<file path="src/rtl/se_sram_port_ctrl_pkg.sv">
// Shared definitions for the SRAM port front-end: controller states and
// response buffer depth.
package se_sram_port_ctrl_pkg;

  typedef enum logic [1:0] {
    ST_START = 2'd0,
    ST_INIT  = 2'd1,
    ST_RUN   = 2'd2
  } ctrl_state_e;

  localparam int unsigned RSP_BUF_DEPTH = 3;
  localparam int unsigned RSP_CNT_W     = 2;

endpackage

</file>
<file path="src/rtl/se_fifo_3_reg.sv">
// Three-entry register FIFO; entry 0 is always the head, pops shift the rest down.
module se_fifo_3_reg
  import se_sram_port_ctrl_pkg::*;
#(
  parameter int unsigned DATA_WIDTH = 32
) (
  input  logic                  clk,
  input  logic                  rst_n,
  input  logic                  push_i,
  input  logic [DATA_WIDTH-1:0] push_data_i,
  input  logic                  pop_i,
  output logic [RSP_CNT_W-1:0]  count_o,
  output logic [DATA_WIDTH-1:0] data_o
);

  logic [DATA_WIDTH-1:0] mem_q [RSP_BUF_DEPTH];
  logic [DATA_WIDTH-1:0] mem_d [RSP_BUF_DEPTH];
  logic [RSP_CNT_W-1:0]  count_q, count_d;
  logic [RSP_CNT_W-1:0]  wr_idx;

  // On a simultaneous pop the write slot moves down with the shifted entries.
  always_comb begin
    mem_d   = mem_q;
    count_d = count_q;
    wr_idx  = count_q;
    if (pop_i) begin
      for (int unsigned i = 0; i < RSP_BUF_DEPTH - 1; i++) begin
        mem_d[i] = mem_q[i+1];
      end
      wr_idx = count_q - RSP_CNT_W'(1);
    end
    if (push_i) begin
      for (int unsigned i = 0; i < RSP_BUF_DEPTH; i++) begin
        if (RSP_CNT_W'(i) == wr_idx) begin
          mem_d[i] = push_data_i;
        end
      end
    end
    count_d = count_q + RSP_CNT_W'(push_i) - RSP_CNT_W'(pop_i);
  end

  always_ff @(posedge clk or negedge rst_n) begin
    if (!rst_n) begin
      for (int unsigned i = 0; i < RSP_BUF_DEPTH; i++) begin
        mem_q[i] <= '0;
      end
      count_q <= '0;
    end else begin
      mem_q   <= mem_d;
      count_q <= count_d;
    end
  end

  assign count_o = count_q;
  assign data_o  = mem_q[0];

endmodule

</file>
<file path="src/rtl/se_sram_port_ctrl.sv">
// Valid/ready front-end for one SRAM port: clears the array after reset, then
// forwards requests and buffers read data against consumer stalls.
module se_sram_port_ctrl
  import se_sram_port_ctrl_pkg::*;
#(
  parameter int unsigned           ADDR_WIDTH = 9,
  parameter int unsigned           DATA_WIDTH = 32,
  parameter logic [DATA_WIDTH-1:0] INIT_VALUE = '0
) (
  input  logic                  clk,
  input  logic                  reset_n,
  input  logic                  req_valid,
  output logic                  req_ready,
  input  logic                  req_read_not_write,
  input  logic [ADDR_WIDTH-1:0] req_address,
  input  logic [DATA_WIDTH-1:0] req_write_data,
  output logic                  rsp_valid,
  input  logic                  rsp_ready,
  output logic [DATA_WIDTH-1:0] rsp_data,
  output logic                  init_busy,
  output logic                  sram_select,
  output logic                  sram_read_not_write,
  output logic [ADDR_WIDTH-1:0] sram_address,
  output logic [DATA_WIDTH-1:0] sram_write_data,
  input  logic [DATA_WIDTH-1:0] sram_read_data
);

  ctrl_state_e           state_q;
  logic [ADDR_WIDTH-1:0] init_cnt_q;
  logic                  inflight_q;
  logic [RSP_CNT_W-1:0]  buf_count;
  logic [2:0]            credit_used;
  logic                  req_accept;
  logic                  rd_accept;
  logic                  rsp_pop;

  // Credit counts buffered entries plus the read whose data lands next cycle.
  assign credit_used = 3'(buf_count) + 3'(inflight_q);
  assign req_ready   = (state_q == ST_RUN) && (credit_used < 3'(RSP_BUF_DEPTH));
  assign req_accept  = req_valid && req_ready;
  assign rd_accept   = req_accept && req_read_not_write;
  assign rsp_pop     = rsp_valid && rsp_ready;
  assign init_busy   = (state_q != ST_RUN);

  always_ff @(posedge clk or negedge reset_n) begin
    if (!reset_n) begin
      state_q    <= ST_START;
      init_cnt_q <= '0;
      inflight_q <= 1'b0;
    end else begin
      inflight_q <= rd_accept;
      case (state_q)
        ST_START: begin
          state_q    <= ST_INIT;
          init_cnt_q <= '0;
        end
        ST_INIT: begin
          if (&init_cnt_q) begin
            state_q <= ST_RUN;
          end else begin
            init_cnt_q <= init_cnt_q + ADDR_WIDTH'(1);
          end
        end
        ST_RUN:  state_q <= ST_RUN;
        default: state_q <= ST_START;
      endcase
    end
  end

  // SRAM port mux: idle, clearing sweep, or pass-through of the live request.
  always_comb begin
    sram_select         = 1'b0;
    sram_read_not_write = 1'b1;
    sram_address        = '0;
    sram_write_data     = '0;
    case (state_q)
      ST_INIT: begin
        sram_select         = 1'b1;
        sram_read_not_write = 1'b0;
        sram_address        = init_cnt_q;
        sram_write_data     = INIT_VALUE;
      end
      ST_RUN: begin
        sram_select         = req_accept;
        sram_read_not_write = req_read_not_write;
        sram_address        = req_address;
        sram_write_data     = req_write_data;
      end
      default: ;
    endcase
  end

  se_fifo_3_reg #(
    .DATA_WIDTH (DATA_WIDTH)
  ) u_rsp_buf (
    .clk         (clk),
    .rst_n       (reset_n),
    .push_i      (inflight_q),
    .push_data_i (sram_read_data),
    .pop_i       (rsp_pop),
    .count_o     (buf_count),
    .data_o      (rsp_data)
  );

  assign rsp_valid = (buf_count != '0);

endmodule

</file>
<file path="config.mk">
export PLATFORM = sky130hd
export DESIGN_NAME = se_sram_port_ctrl
export DESIGN_NICKNAME = d
export VERILOG_FILES = /design/src/rtl/se_sram_port_ctrl_pkg.sv /design/src/rtl/se_fifo_3_reg.sv /design/src/rtl/se_sram_port_ctrl.sv
export SDC_FILE = /design/constraint.sdc
export NUM_CORES = 1
export LEC_CHECK = 0
export CAP_MARGIN = 25
export CORE_MARGIN = 5
export CORE_UTILIZATION = 54
export CTS_CLUSTER_SIZE = 8
export DETAILED_ROUTE_END_ITERATION = 6
export GPL_TIMING_DRIVEN = 1
export PLACE_DENSITY = 0.87
export SKIP_CTS_REPAIR_TIMING = 1
export SLEW_MARGIN = 20
export SYNTH_ARGS = -nofsm -noshare
export SYNTH_HDL_FRONTEND = slang
export SYNTH_SLANG_ARGS = --single-unit
</file>
<file path="constraint.sdc">
create_clock -name clk -period 4.11 [get_ports clk]
set_input_delay 0.411 -clock clk [delete_from_list [all_inputs] [get_ports clk]]
set_output_delay 0.411 -clock clk [all_outputs]
set_load 0.01 [all_outputs]
</file>
# Yosys cells after proc, flatten, opt, wreduce, memory -nomap -nowiden
# Cells that the tools add are included.
# op_classes
addsub	5
order_cmp	1
eq_ne	7
mux	14
reduce_logical	11
# ops
cell	count
32-bit two-way mux	4
96-bit two-way mux	1
64-bit two-way mux	1
9-bit case mux with 2 select lines	2
9-bit by 1-bit adder with 9-bit output (second input constant)	1
9-bit two-way mux	1
9-bit AND reduction	1
2-bit != test (second input constant)	3
2-bit case mux with 3 select lines	1
1-bit logical AND	4
2-bit logical NOT	2
2-bit two-way mux	2
1-bit case mux with 2 select lines	2
2-bit AND reduction	2
2-bit nonzero test	2
2-bit by 1-bit adder with 3-bit output	1
3-bit by 2-bit < comparator with 1-bit output (second input constant)	1
2-bit by 1-bit adder with 2-bit output	1
1-bit by 2-bit == test with 1-bit output (first input constant)	1
2-bit by 1-bit == test with 1-bit output (second input constant)	1
2-bit == test (first input constant)	1
2-bit == test (second input constant)	1
2-bit by 1-bit subtractor with 2-bit output	1
2-bit by 1-bit subtractor with 2-bit output (second input constant)	1
# word_totals
register_bits	110
in_bits	78
out_inout_bits	78
wordCells	45

# Depth between registers and ports, before layout
# Gate-level depths: netlist (run 1).
# logic_depth
ltp_word	6
ltp_mapped	10
depth_no_buf	8

# Cells and area by module
# A second synthesis (run 1) with hierarchy kept.
# unflattened
hier_cells	453
area_unflattened_um2	5894.4
# modules_own_cells
mod	instances	cells_each	area_per_inst_um2	seq_area_each_um2
se_fifo_3_reg	1	318	4774.6	2452.4
se_sram_port_ctrl	1	135	1119.8	300.3

# Least setup slack after synthesis (run 1)
# OpenSTA, ideal clock, no wires.
# synth_timing
kind	register to register
start	reg u_rsp_buf.count_q[1], in the netlist u_rsp_buf.count_o[1]
end	reg u_rsp_buf.mem_q[34] in the netlist's numbering
setup_ns	0.125
arrival_ns	2.409
required_ns	3.985
slack_ns	1.576
path_stages_with_launch	11
path_buffers	3
period_less_slack_ns	2.534
path_cell_list	dfrtp_1 inv_1 ha_1 nor2b_4 buf_6 buf_6 ha_1 inv_1 o2111ai_4 buf_12 mux2_4
# synth_rtl
element	line	text
start: declaration	se_fifo_3_reg.sv:18	logic [RSP_CNT_W-1:0] count_q, count_d;
start signal: assignment	se_fifo_3_reg.sv:50	count_q <= count_d;
end signal: assignment	se_fifo_3_reg.sv:49	mem_q <= mem_d;
end: declaration	se_fifo_3_reg.sv:16	logic [DATA_WIDTH-1:0] mem_q [RSP_BUF_DEPTH];

# Final worst setup path (run 1)
# layout_timing
start	reg u_rsp_buf.count_q[1], in the netlist u_rsp_buf.count_o[1]
end	reg u_rsp_buf.mem_q[2] in the netlist's numbering
# layout_between
elab_chain_len	5
word_cells_on_any_way	6
# layout_lines
element	line	text
parallel branches: the longest is 2 deep, another holds 2-bit by 1-bit subtractor with 2-bit output	n/a	
2-bit two-way mux *	se_fifo_3_reg.sv:26	if (pop_i) begin
2-bit == test *	se_fifo_3_reg.sv:34	if (RSP_CNT_W'(i) == wr_idx) begin
2-bit AND reduction (no source line) *	n/a	
# Mark *: on every way between the ends.
# A chain may end at the register's enable or synchronous reset.

==> reports/qor.tcl, run 1 <==
set qor(post_synth.cell_area_avg_um2) 13.60
set qor(rsz0062_at_grt) {false}
set qor(place_worst_setup_slack_ns) 0.9755
set qor(grtUsageTotal_pct) 19.71
set qor(synth_top_flop_cell) {sky130_fd_sc_hd__dfrtp_1}
set qor(synthesis.yosys.warnings) 0
set qor(setup_crit_end_kind) {register}
set qor(cts.htree.levels) 3
set qor(synthArstFlopShare_pct) 100.0
set qor(critPathArrivalTime_ns) 3.30
set qor(post-route-worst-setup-slack_ns) 1.026
set qor(area.growth.synth_to_final_pct) 27.64
set qor(crit_path_max_fanout) 65
set qor(grt_pass1_vias) 4351
set qor(clock_power_share_pct) 36.3
set qor(fmax_mhz) 324.3
set qor(number_of_antenna_violations_at_the_first_check_in_global_routing) 0
set qor(layout.core_utilization_pct) 70.09
set qor(clock_path_buffers) 2
set qor(number_of_primary_i_o_pins) 156
set qor(final_period_util_pct) 75.03
set qor(initial_core_util_pct) 54.91
set qor(seqPwrFrac_pct) 44.0
set qor(flops_latches_synth) 110
set qor(netSwitchingFraction_pct) 25.15
set qor(hold_path.class) {in -> async}
set qor(post_synth_main_area_contributors) {sky130_fd_sc_hd__dfrtp_1 44%, sky130_fd_sc_hd__mux2_4 17%, sky130_fd_sc_hd__mux2_2 13%}
set qor(drc) 0
set qor(reg2reg_setup_slack_ns) 1.03
set qor(totalNegativeSetupSlack_ns) 0
set qor(clk_pin_slew_ns) 0.07
set qor(ant_nets) 0
set qor(mappedNetlistArea_um2) 6270
set qor(first_pass_grt_wire_length_um) 22320
set qor(root_buffer) {sky130_fd_sc_hd__clkbuf_16}
set qor(max-cap-violations) 0
set qor(drt_wl_total_um) 13740
set qor(grt_max_degree) 78
set qor(ir_drop_mv) 0.2605
set qor(crit_path_time_final_ns) 3.084
set qor(timing.final.max_slew_violations) 0
set qor(worst_clock_skew_ns) 0.005379
set qor(n_antenna_cell) 0
set qor(worst_r2r_endpoint) {u_rsp_buf.mem_q[2]}
set qor(design.core.area_um2) 11420
set qor(power_density_over_cell_area_nw_per_um2) 328.0
set qor(synth_enable_flop_cells) 0
set qor(dp_hpwl_um) 10040
set qor(die_h_um) 117.8
set qor(gpl.final_weighted_congestion) 0.8460
set qor(synthDistinctLibCells) 40
set qor(cts_tree) {built}
set qor(mappedNetlistNets) 549
set qor(worst_slew_margin_rel_pct) 33.61
set qor(synth_seq_area_share_pct) 43.90
set qor(detailed_routing_iteration_count_for_the_pre_antenna_repair_pass) 4
set qor(filler_cell_count) 783
set qor(tritoncts.num_buffers) 9
set qor(avgRoutedWirePerCell_um) 18.93
set qor(reg2regPathDepth) 7
set qor(finalHoldViolations) 0
set qor(comb_power_share_pct) 19.6
set qor(cellInternalPower_uw) 1964
set qor(timing_worst_setup_path_type) {reg -> reg}
set qor(design.final.nets) 666
set qor(leakage_uw) 0.003921
set qor(outcome) {finished, final reports clean}
set qor(placementRows) 39
set qor(rr_startpoint) {u_rsp_buf.count_o[1]}
set qor(timing.critical_path.required_ns) 4.33
set qor(number_of_sinks_driven_by_the_clock_tree) 110
set qor(net-switching-power_uw) 660.2
set qor(initialDrtViolationCount) 176
set qor(die_width_um) 117.8
set qor(drive_gt1_share_pct) 29.33
set qor(grt-ovfl-total) 0
set qor(area_enclosed_by_the_die_boundary_um2) 13870
set qor(vias) 3914
set qor(routed_via_density) 5.391
set qor(portBuffers) 155
set qor(netlist.area_leader.share_pct) 43.90
set qor(netlist.top_cell.by_area) {sky130_fd_sc_hd__dfrtp_1}
set qor(gate_count_post_synth) 461
set qor(timing.final.setup_violations) 0
set qor(start_kind) {register}
set qor(clkLatencyLatePin_ns) 0.33
set qor(worst_margin_pin_slew_ns) 0.9958
[cells in the final DEF, fill, tap and decap left out, types with 2 or more instances in the layout]
master / n
sky130_fd_sc_hd__mux2_2: 70
sky130_fd_sc_hd__o2111ai_4: 3
sky130_fd_sc_hd__o21ai_0: 6
sky130_fd_sc_hd__and2_1: 33
sky130_fd_sc_hd__o311ai_0: 4
sky130_fd_sc_hd__inv_1: 11
sky130_fd_sc_hd__clkbuf_8: 2
sky130_fd_sc_hd__nand4_1: 2
sky130_fd_sc_hd__nand2_1: 8
sky130_fd_sc_hd__nor2b_1: 9
sky130_fd_sc_hd__clkdlybuf4s50_1: 154
sky130_fd_sc_hd__xnor2_1: 5
sky130_fd_sc_hd__dfrtp_1: 110
sky130_fd_sc_hd__a22oi_1: 8
sky130_fd_sc_hd__mux2_4: 70
sky130_fd_sc_hd__mux2_1: 22
sky130_fd_sc_hd__nand3b_1: 2
sky130_fd_sc_hd__nand2b_1: 5
sky130_fd_sc_hd__clkbuf_16: 9
sky130_fd_sc_hd__nand4b_1: 2
sky130_fd_sc_hd__nor3b_1: 3
sky130_fd_sc_hd__a21o_1: 4
sky130_fd_sc_hd__buf_16: 3
sky130_fd_sc_hd__nand3_1: 2
sky130_fd_sc_hd__ha_1: 10
sky130_fd_sc_hd__bufinv_16: 2
sky130_fd_sc_hd__buf_4: 7
[area by class of cell]
type / instances / area [µm²] / share of cell area (%)
multi-input cells: 280 / 2994 / 37.41
flip-flops and latches: 110 / 2753 / 34.40
repair buffers: 166 / 1702 / 21.26
clock buffers: 12 / 256.5 / 3.205
well taps: 143 / 178.9 / 2.236
clock inverters: 4 / 77.57 / 0.9694
inverters: 11 / 41.29 / 0.5159
[power by group through the flow]
stage / sequential, µW / combinational (µW) / clock [µW]
4_1_cts: 1160 / 518 / 968
5_1_grt: 1160 / 551 / 1020
3_5_place_dp: 1180 / 514 / 0
6_report: 1160 / 515 / 953
3_3_place_gp: 1170 / 493 / 0
2_1_floorplan: 1160 / 359 / 0
[cell usage after synthesis, types with 4 or more instances]
cell type	n
sky130_fd_sc_hd__nand2_1	8
sky130_fd_sc_hd__buf_6	6
sky130_fd_sc_hd__xnor2_1	5
sky130_fd_sc_hd__mux2_2	70
sky130_fd_sc_hd__dfrtp_1	110
sky130_fd_sc_hd__nand2b_1	5
sky130_fd_sc_hd__inv_1	11
sky130_fd_sc_hd__a21o_1	4
sky130_fd_sc_hd__a22oi_1	8
sky130_fd_sc_hd__mux2_4	70
sky130_fd_sc_hd__o21ai_0	6
sky130_fd_sc_hd__buf_4	32
sky130_fd_sc_hd__buf_12	6
sky130_fd_sc_hd__mux2_1	22
sky130_fd_sc_hd__and2_1	33
sky130_fd_sc_hd__clkbuf_1	11
sky130_fd_sc_hd__buf_2	4
sky130_fd_sc_hd__o311ai_0	4
sky130_fd_sc_hd__ha_1	10
sky130_fd_sc_hd__nor2b_1	9
[metal layers]
metal / wire length [µm] / share of wire [%] / global-route usage [%]
met5: 0 / 0 / 0
met2: 6928 / 50 / 35.08
met1: 5647 / 41 / 23.04
met3: 1028 / 7.5 / 6.295
met4: 139 / 1.0 / 4.731
[worst max path at each step]
stage / from / endpoint / slack, ns / cells past startpoint
2_1_floorplan: u_rsp_buf.count_o[1] / u_rsp_buf.mem_q[34] / 1.58 / 10
5_1_grt: u_rsp_buf.count_o[1] / u_rsp_buf.mem_q[2] / 0.92 / 7
3_5_place_dp: rsp_ready / u_rsp_buf.mem_q[2] / 0.98 / 6
6_report: u_rsp_buf.count_o[1] / u_rsp_buf.mem_q[2] / 1.03 / 7
3_3_place_gp: rsp_ready / u_rsp_buf.mem_q[2] / 0.85 / 5
4_1_cts: u_rsp_buf.count_o[1] / u_rsp_buf.mem_q[2] / 1.02 / 7
[state kept, by name (all words and copies together), names as in the netlist]
signal and flops:
u_rsp_buf.mem_q 64, state_q 2, u_rsp_buf.data_o 32, inflight_q 1
u_rsp_buf.count_o 2, init_cnt_q 9
[per-stage QoR]
| step | std cells | cell area, µm² | power (µW) | hold slack [ns] |
|---|---|---|---|---|
| 2_1_floorplan | 461 | 6270 | 1524 | 0.1154 |
| 3_3_place_gp | 705 | 7561 | 1665 | 0.4690 |
| 3_5_place_dp | 708 | 7631 | 1691 | 0.4880 |
| 4_1_cts | 724 | 7965 | 2641 | 0.2737 |
| 5_1_grt | 726 | 8003 | 2727 | 0.5190 |
| 6_report | 726 | 8003 | 2625 | 0.4991 |
[worst max-delay path, stage by stage, from the launching register on]
cell                        delay [ns]
sky130_fd_sc_hd__dfrtp_1          0.46
sky130_fd_sc_hd__inv_1            0.17
sky130_fd_sc_hd__ha_1             0.28
sky130_fd_sc_hd__nor2b_4          0.22
sky130_fd_sc_hd__buf_4            0.72
sky130_fd_sc_hd__o2111ai_4        0.42
sky130_fd_sc_hd__buf_16           0.31
sky130_fd_sc_hd__mux2_1           0.31
[logic make-up after synthesis]
kind of cell | count (synthesis) | synth area share (%)
multiplexers | 162 | 33.29
flip-flops | 110 | 43.90
AND/OR/NAND/NOR | 72 | 7.284
buffers and inverters | 71 | 8.521
AO/OA/AOI/OAI | 30 | 4.171
adder cells (fa/ha/maj) | 10 | 1.996
XOR/XNOR | 6 | 0.8381
(Power assumes the default switching activity.)
==> run 2: changes to the inputs <==
--- a/config.mk
+++ b/config.mk
@@ -7,11 +7,11 @@
 export LEC_CHECK = 0
 export CAP_MARGIN = 25
 export CORE_MARGIN = 5
-export CORE_UTILIZATION = 54
+export CORE_UTILIZATION = 50
 export CTS_CLUSTER_SIZE = 8
 export DETAILED_ROUTE_END_ITERATION = 6
 export GPL_TIMING_DRIVEN = 1
-export PLACE_DENSITY = 0.87
+export PLACE_DENSITY = 0.81
 export SKIP_CTS_REPAIR_TIMING = 1
 export SLEW_MARGIN = 20
 export SYNTH_ARGS = -nofsm -noshare
==> constraint.sdc (replaced) <==
create_clock -name clk -period 3 [get_ports clk]
set_input_delay 0.3 -clock clk [delete_from_list [all_inputs] [get_ports clk]]
set_output_delay 0.3 -clock clk [all_outputs]
set_load 0.01 [all_outputs]
==> run 2 against run 1 <==
  * Clock skew rose by 0.00086 ns
  * Clock power increased by 31%
  * Via count down 0.31%
  * Cell area shrank 0.22%
  * Sequential share of layout area increased by 0.075 points
  * Total power rose by 35%
  * Global-route usage shrank 0.53 points
==> reports/qor.tcl, run 2 (synthesis results as in run 1) <==
set qor(outcome) {finished, final reports clean}
set qor(grt_pass1_vias) 4459
set qor(design.final.nets) 666
set qor(largest_register_ff_count) 64
set qor(clock_path_buffers) 2
set qor(tritoncts.num_buffers) 9
set qor(totalNegativeSetupSlack_ns) 0
set qor(sequential_cell_area_um2) 2753
set qor(ir_drop_mv) 0.2748
set qor(initial_core_util_pct) 50.30
set qor(max-cap-violations) 0
set qor(number_of_primary_i_o_pins) 156
set qor(initialDrtViolationCount) 138
set qor(dp_hpwl_um) 10220
set qor(leakage_uw) 0.003895
set qor(timing.final.setup_violations) 0
set qor(first_pass_grt_wire_length_um) 22430
set qor(finalHoldViolations) 0
set qor(area_used_by_multi_input_combinational_logic_um2) 2995
set qor(ant_nets) 0
set qor(drc) 0
set qor(gpl.final_weighted_congestion) 0.9037
set qor(cts.htree.levels) 3
set qor(place_inst) 739
set qor(die_h_um) 122.0
set qor(fmax_mhz) 355.4
set qor(clkLatencyLatePin_ns) 0.34
set qor(worst_clock_skew_ns) 0.006238
set qor(crit_path_time_final_ns) 2.814
set qor(root_buffer) {sky130_fd_sc_hd__clkbuf_16}
set qor(hold_path.class) {in -> async}
set qor(routed_via_density) 5.182
set qor(setup_crit_end_kind) {output port}
set qor(critPathSlowestCell) {sky130_fd_sc_hd__clkdlybuf4s50_1}
set qor(grtUsageTotal_pct) 19.18
set qor(n_antenna_cell) 0
set qor(worst_margin_pin_slew_ns) 0.7029
set qor(critical-path-top-cell-by-count) {sky130_fd_sc_hd__ha_1}
set qor(most-common-layout-cells) {154 x sky130_fd_sc_hd__clkdlybuf4s50_1, 110 x sky130_fd_sc_hd__dfrtp_1, 70 x sky130_fd_sc_hd__mux2_2, 70 x sky130_fd_sc_hd__mux2_4, 33 x sky130_fd_sc_hd__and2_1}
set qor(timing.critical_path.required_ns) 2.70
set qor(drt_wl_total_um) 13690
set qor(number_of_antenna_violations_at_the_first_check_in_global_routing) 0
set qor(worst_slew_margin_rel_pct) 53.14
set qor(final_period_util_pct) 93.80
set qor(vias) 3902
set qor(rsz0062_at_grt) {false}
set qor(drive_gt1_share_pct) 29.43
set qor(area.growth.synth_to_final_pct) 27.36
set qor(post_dp_area_um2) 7672
set qor(critPathArrivalTime_ns) 2.51
set qor(portBuffers) 155
set qor(max_flop_register) {u_rsp_buf.mem_q}
set qor(detailed_routing_iteration_count_for_the_pre_antenna_repair_pass) 4
set qor(power_density_over_cell_area_nw_per_um2) 442.8
set qor(filler_cell_count) 950
set qor(cp_cell_sequence) {ha_1 -> ha_1 -> a2111oi_1 -> o21a_1 -> clkdlybuf4s50_1}
set qor(number_of_sinks_driven_by_the_clock_tree) 110
set qor(grt-ovfl-total) 0
set qor(avgRoutedWirePerCell_um) 18.18
set qor(fin_area_um2) 7985
set qor(area_enclosed_by_the_die_boundary_um2) 14880
set qor(design.core.area_um2) 12470
set qor(crit_path_max_fanout) 5
set qor(critPathMaxStageDelay_ns) 0.55
set qor(cts_tree) {built}
set qor(clk_pin_slew_ns) 0.07
set qor(start_kind) {register}
set qor(timing.final.max_slew_violations) 0
set qor(die_width_um) 122.0
set qor(final_cells) 753
set qor(layout.cells.most_common) {sky130_fd_sc_hd__clkdlybuf4s50_1}
set qor(grt_max_degree) 57
set qor(placementRows) 41
set qor(timing_worst_setup_path_type) {reg -> out}
run 2: cell types whose count changed in the layout (fill, tap and decap cells not counted), sizes merged:
cell	previous run	this run
clkinvlp	0	1
clkbuf	12	10
buf	11	12
dlygate4sd3	1	0
inv	12	11
run 2: final cells by class:
| type | count | area share [%] |
|---|---|---|
| clock inverters | 4 | 0.9088 |
| repair buffers | 166 | 20.90 |
| inverters | 11 | 0.5171 |
| multi-input cells | 280 | 37.51 |
| clock buffers | 10 | 2.993 |
| well taps | 172 | 2.695 |
| flip-flops and latches | 110 | 34.47 |
run 2: layer usage:
| layer | vias to the layer above | track usage, % | part of all wire [%] |
|---|---|---|---|
| met5 | - | 0 | 0 |
| met4 | 0 | 6.583 | 2.1 |
| met3 | 16 | 5.757 | 8.3 |
| met2 | 144 | 33.74 | 50 |
| met1 | 1924 | 22.25 | 39 |
| li1 | 1818 | - | - |
run 2: final timing paths:
kind	from	end	slack [ns]	cells past startpoint
hold reg to reg	u_rsp_buf.mem_q[29]	u_rsp_buf.mem_q[29]	0.50	1
min in group clk	u_rsp_buf.mem_q[29]	u_rsp_buf.mem_q[29]	0.50	1
setup / recovery	inflight_q	sram_select	0.19	5
setup reg to reg	u_rsp_buf.count_o[1]	u_rsp_buf.mem_q[53]	0.37	8
max in group asynchronous	reset_n	u_rsp_buf.data_o[2]	2.25	2
hold / removal	reset_n	u_rsp_buf.data_o[17]	0.01	1
run 2: through the flow:
stage | power (µW) | util, % | hold slack (ns) | setup slack, ns
2_1_floorplan | 2087 | - | 0.004409 | 0.4662
3_3_place_gp | 2290 | 61.55 | 0.3858 | 0.4672
3_5_place_dp | 2319 | 61.55 | 0.3971 | 0.3578
4_1_cts | 3573 | 64.05 | 0.03108 | 0.09028
5_1_grt | 3685 | 64.06 | 0.07693 | 0.02267
6_report | 3536 | 64.06 | 0.01300 | 0.1860
run 2: worst max-delay path, delay by kind of cell (launching register included):
kind	cells	cell delay (ns)
buf+inv	1	0.55
compound gates	2	0.59
flops	1	0.49
fa+ha+maj	2	0.55
run 2: power breakdown:
group          switching, µW  total (µW)  internal, µW
Sequential              39.8        1580          1540
Combinational            337         704           367
Clock                    507        1250           744
